[src/rtl/interval_timer.sv]
// interval_timer: memory-mapped countdown timer responder for the processor bus.
// Registers: 0 LOAD (R/W), 1 COUNT (RO), 2 CTRL (bit 0 EN), 3 STATUS (bit 0 Done, write clears).
// Read data is registered (one-cycle latency).
// Optional feature: define TIMER_AUTORELOAD_EN for a periodic timer that reloads COUNT from
// LOAD on expiry; otherwise the timer stops in EXPIRED and waits for a CTRL write.
module interval_timer #(
  parameter int unsigned PRESCALE = 50000
) (
  input  logic        clk_i,
  input  logic        rst_i,
  input  logic        cs_i,
  input  logic [1:0]  a_i,
  input  logic        w_i,
  input  logic [15:0] d_i,
  output logic [15:0] q_o,
  output logic        done_o
);

  localparam int unsigned PsW = (PRESCALE > 1) ? $clog2(PRESCALE) : 1;
  localparam logic [PsW-1:0] PsMax = PsW'(PRESCALE - 1);

  typedef enum logic [1:0] {StIdle, StRun, StExpired} state_e;

  state_e          state_q, state_d;
  logic [15:0]     load_q, load_d;
  logic [15:0]     count_q, count_d;
  logic [PsW-1:0]  presc_q, presc_d;
  logic            en_q, en_d;
  logic            done_q, done_d;
  logic [15:0]     q_q, q_d;

  logic wr, rd, tick;

  // Next-state: status clear is applied before the expiry set so a same-edge expiry wins,
  // and a CTRL write is applied last so it overrides the run/expiry update.
  always_comb begin
    state_d = state_q;
    load_d  = load_q;
    count_d = count_q;
    presc_d = presc_q;
    en_d    = en_q;
    done_d  = done_q;
    q_d     = q_q;

    wr   = cs_i & w_i;
    rd   = cs_i & ~w_i;
    tick = (state_q == StRun) && (presc_q == PsMax);

    if (rd) begin
      unique case (a_i)
        2'd0:    q_d = load_q;
        2'd1:    q_d = count_q;
        2'd2:    q_d = {15'b0, en_q};
        default: q_d = {15'b0, done_q};
      endcase
    end

    if (wr && (a_i == 2'd0)) load_d = d_i;
    if (wr && (a_i == 2'd3)) done_d = 1'b0;

    if (state_q == StRun) begin
      presc_d = tick ? '0 : presc_q + 1'b1;
      if (tick) begin
        if (count_q <= 16'd1) begin
          done_d = 1'b1;
`ifdef TIMER_AUTORELOAD_EN
          count_d = load_q;
`else
          count_d = 16'd0;
          en_d    = 1'b0;
          state_d = StExpired;
`endif
        end else begin
          count_d = count_q - 16'd1;
        end
      end
    end

    if (wr && (a_i == 2'd2)) begin
      if (d_i[0]) begin
        count_d = load_q;
        presc_d = '0;
        en_d    = 1'b1;
        state_d = StRun;
      end else begin
        // Stop freezes COUNT at its current value, even over a coincident tick.
        count_d = count_q;
        presc_d = presc_q;
        en_d    = 1'b0;
        state_d = StIdle;
      end
    end
  end

  // State registers with synchronous reset.
  always_ff @(posedge clk_i) begin
    if (rst_i) begin
      state_q <= StIdle;
      load_q  <= '0;
      count_q <= '0;
      presc_q <= '0;
      en_q    <= 1'b0;
      done_q  <= 1'b0;
      q_q     <= '0;
    end else begin
      state_q <= state_d;
      load_q  <= load_d;
      count_q <= count_d;
      presc_q <= presc_d;
      en_q    <= en_d;
      done_q  <= done_d;
      q_q     <= q_d;
    end
  end

  assign q_o    = q_q;
  assign done_o = done_q;

endmodule

[config.mk]
export PLATFORM = sky130hd
export DESIGN_NAME = interval_timer
export DESIGN_NICKNAME = d
export VERILOG_FILES = /design/src/rtl/interval_timer.sv
export SDC_FILE = /design/constraint.sdc
export NUM_CORES = 1
export LEC_CHECK = 0
export CAP_MARGIN = 20
export CORE_ASPECT_RATIO = 0.75
export CORE_MARGIN = 2
export CORE_UTILIZATION = 40
export CTS_CLUSTER_DIAMETER = 50
export DETAILED_ROUTE_END_ITERATION = 10
export SETUP_SLACK_MARGIN = 0.4
export SYNTH_ARGS = -nofsm -noshare
export SYNTH_HDL_FRONTEND = slang
export SYNTH_SLANG_ARGS = --single-unit
[constraint.sdc]
create_clock -name clk_i -period 2.95 [get_ports clk_i]
set_clock_uncertainty 0.2 [all_clocks]
set_input_delay 0.59 -clock clk_i [delete_from_list [all_inputs] [get_ports clk_i]]
set_output_delay 0.59 -clock clk_i [all_outputs]
set_load 0.1 [all_outputs]
==> impl_metrics.py <==
metrics = {
    "run_status": {
        "status": "finished clean",
    },
    "setup_path": {
        "reg2reg_depth": 7,
        "crit_path_start": "cs_i",
        "crit_type": "primary input to flip-flop",
        "cp.arrival_ps": 2430,
        "r2r_setup_slack_ps": 580,
        "path_cells": "clkdlybuf4s50_1 -> and4b_1 -> buf_4 -> a21oi_1 -> buf_4 -> a221oi_1 -> nor3_1",
        "required_ps": 2980,
        "cp-start-kind": "primary input",
        "path_common_cell": "buf_4",
        "max_stage_delay_ps": 530,
        "reg2reg_from": "count_q[0]",
        "end_kind": "flip-flop",
        "rr_endpoint": "count_q[14]",
        "crit_fanout": 27,
        "cp_slowest_cell": "clkdlybuf4s50_1",
    },
    "floorplan": {
        "start_util_pct": 41.8,
        "io_pins": 39,
        "core_um2": 8020,
        "die_y_um": 83.3,
        "row_count": 28,
        "dieWidth_um": 110,
        "die_area_um2": 9140,
    },
    "routing": {
        "wl_per_cell_um": 16.2,
        "first_iter_violations": 301,
        "drc": 0,
        "wl_met2_um": 3730,
        "dr_wl_met3_um": 462,
        "drt-total-wl_um": 9020,
        "wl_met1_um": 4670,
        "drt_pass1_iterations": 5,
        "vias": 3208,
        "viasPerCell": 5.78,
        "detail-route-antenna-nets": 0,
        "highest_layer": "met4",
    },
    "synthesis": {
        "synth_most_common_cell": "dfxtp_1",
        "yosys_warnings": 0,
        "seq_area_frac_synth_pct": 40.0,
        "synth_edf_count": 0,
        "synth_area_um2": 3350,
        "syn_inst": 405,
        "ys_top_cells_by_area": "dfxtp_1, nand2_1, a21oi_1",
        "synth_nets": 430,
        "yosys.area.top_type": "dfxtp_1",
        "ys_async_sr_fraction_pct": 0,
        "ys_ff_latch": 67,
        "synth_area_per_cell_um2": 8.28,
        "synth_top_area_share_pct": 40.0,
        "synth_common_cells": "dfxtp_1, nand2_1, nor2_1",
        "ys_types": 60,
        "ys.flop_type": "dfxtp_1",
    },
    "timing": {
        "rsz0062_at_grt": "yes",
        "fin_crit_sh_pct": 81.4,
        "timing.hold.ws_ps": 274,
        "final.setup.tns_ps": 0,
        "fin_crit_ps": 2400,
        "setup_violations": 0,
        "slew_headroom_pct": 58.1,
        "max_clock_freq_mhz": 417,
        "slew_viol_final": 0,
        "worst_pin_slew_ps": 628,
        "setup_ws_ps": 550,
        "hold_violations": 0,
    },
    "clock_network": {
        "clk_latency_ps": 350,
        "cts-root-buf": "clkbuf_8",
        "hold_buffers": 0,
        "htreeDepth": 3,
        "tritoncts": "built",
        "post_cts_buffers": 0,
        "path_clk_slew_ps": 70,
        "numCtsBuffers": 9,
        "clock-sinks": 67,
        "clk_path_buf_depth": 2,
        "cts_resized": 0,
    },
    "power_and_ir_drop": {
        "switchingPower_mw": 0.466,
        "seq_power_share_pct": 49.6,
        "p_clk_share_pct": 39.4,
        "comb_power_share_pct": 11.0,
        "leakage_nw": 1.49,
        "p_int_mw": 1.40,
        "p_per_area_nw_per_um2": 460,
        "total_power_mw": 1.86,
        "swShare_pct": 25.0,
        "irDropWorstVdd_uv": 298,
    },
    "final_layout": {
        "seqCellArea_um2": 1340,
        "stdcell_area_um2": 4050,
        "multiInputGateArea_um2": 1920,
        "nFillCells": 793,
        "stdcell_count": 555,
        "area_delta_synth_final_pct": 20.8,
        "final_nets": 470,
        "antenna_cells": 0,
        "drive_above_1_share_pct": 17.8,
        "utilization_pct": 50.5,
    },
    "place": {
        "portBuffers": 38,
        "dp_worst_setup_slack_ps": 199,
        "dp.cells": 539,
        "place.gp.congestion": 0.894,
        "dp_hpwl_um": 6250,
        "placed_area_um2": 3840,
    },
    "global_routing": {
        "grt_pass1_wl_um": 15500,
        "grt_antenna_before_repair": 0,
        "grtUsageTotal_pct": 21.6,
        "grt_max_degree": 29,
        "grt_pass1_vias": 3068,
        "overflow": 0,
    },
    "worst_hold_path": {
        "min_path_cells": 2,
        "min_to": "load_q[9]",
        "hold_class": "flip-flop to flip-flop",
        "holdCritStartpoint": "load_q[9]",
    },
    "flow_run": {
        "cap_violations": 0,
    },
}
## power by group through the flow
stage | sequential (mW) | clock, mW | combinational [mW]
5_1_grt | 0.926 | 0.808 | 0.225
6_report | 0.925 | 0.734 | 0.204
4_1_cts | 0.924 | 0.761 | 0.201
3_3_place_gp | 0.945 | 0 | 0.198
2_1_floorplan | 0.946 | 0 | 0.122
3_5_place_dp | 0.945 | 0 | 0.200
## state kept, by name (all words and copies together), names as in the netlist
signal,cells
state_q,2
done_o,1
q_o,16
load_q,16
presc_q,16
count_q,16
## worst max-delay path, delay by kind of cell
kind,cells,cell delay (ps)
AOI/OAI and AO/OA,2,330
buffers and inverters,3,1070
and+or+nand+nor,2,410
## logic make-up after synthesis
logic type / after synthesis / synth area share [%]
compound gates: 97 / 19.0
fa+ha+maj: 3 / 1.12
flops: 67 / 40.0
xor+xnor: 12 / 3.13
mux: 20 / 6.94
simple gates: 176 / 26.0
buf+inv: 30 / 3.77
## cells in the final DEF (no fill, tap or decap), drive strengths merged, types with 3 or more instances in the layout
master	instances
a21oi	36
or4	6
nor3b	3
clkbuf	15
nor4	7
xnor2	5
a221oi	6
a31oi	3
clkdlybuf4s50	20
o31ai	3
o21ai	11
nor3	23
a32oi	3
or3	6
nand4	4
a211oi	4
ha	3
inv	5
mux2i	3
nand2	62
nand3	4
a22oi	15
nand4b	3
nor2	40
dfxtp	67
mux2	16
buf	34
xor2	7
## how the worst max path moves through the flow
stage,end,slack [ps],depth (start not counted)
finish,count_q[6],550,7
CTS,count_q[11],510,5
global placement,count_q[8],290,7
global route,count_q[10],390,7
floorplan,presc_q[10],560,5
detailed placement,count_q[0],200,7
## area by class of cell
cell class,instances,share of cell area (%)
multi-input combinational,308,47.3
sequential,67,33.1
timing repair buffer,54,11.2
clock buffer,15,4.60
tap,105,3.24
inverter,5,0.463
clock inverter,1,0.124
## metal layers
layer | GRT usage, % | up-vias
met3 | 6.12 | 14
met4 | 7.25 | 0
met1 | 32.0 | 1528
li1 | - | 1570
met5 | 0 | -
met2 | 29.5 | 96
(Power assumes the default switching activity.)
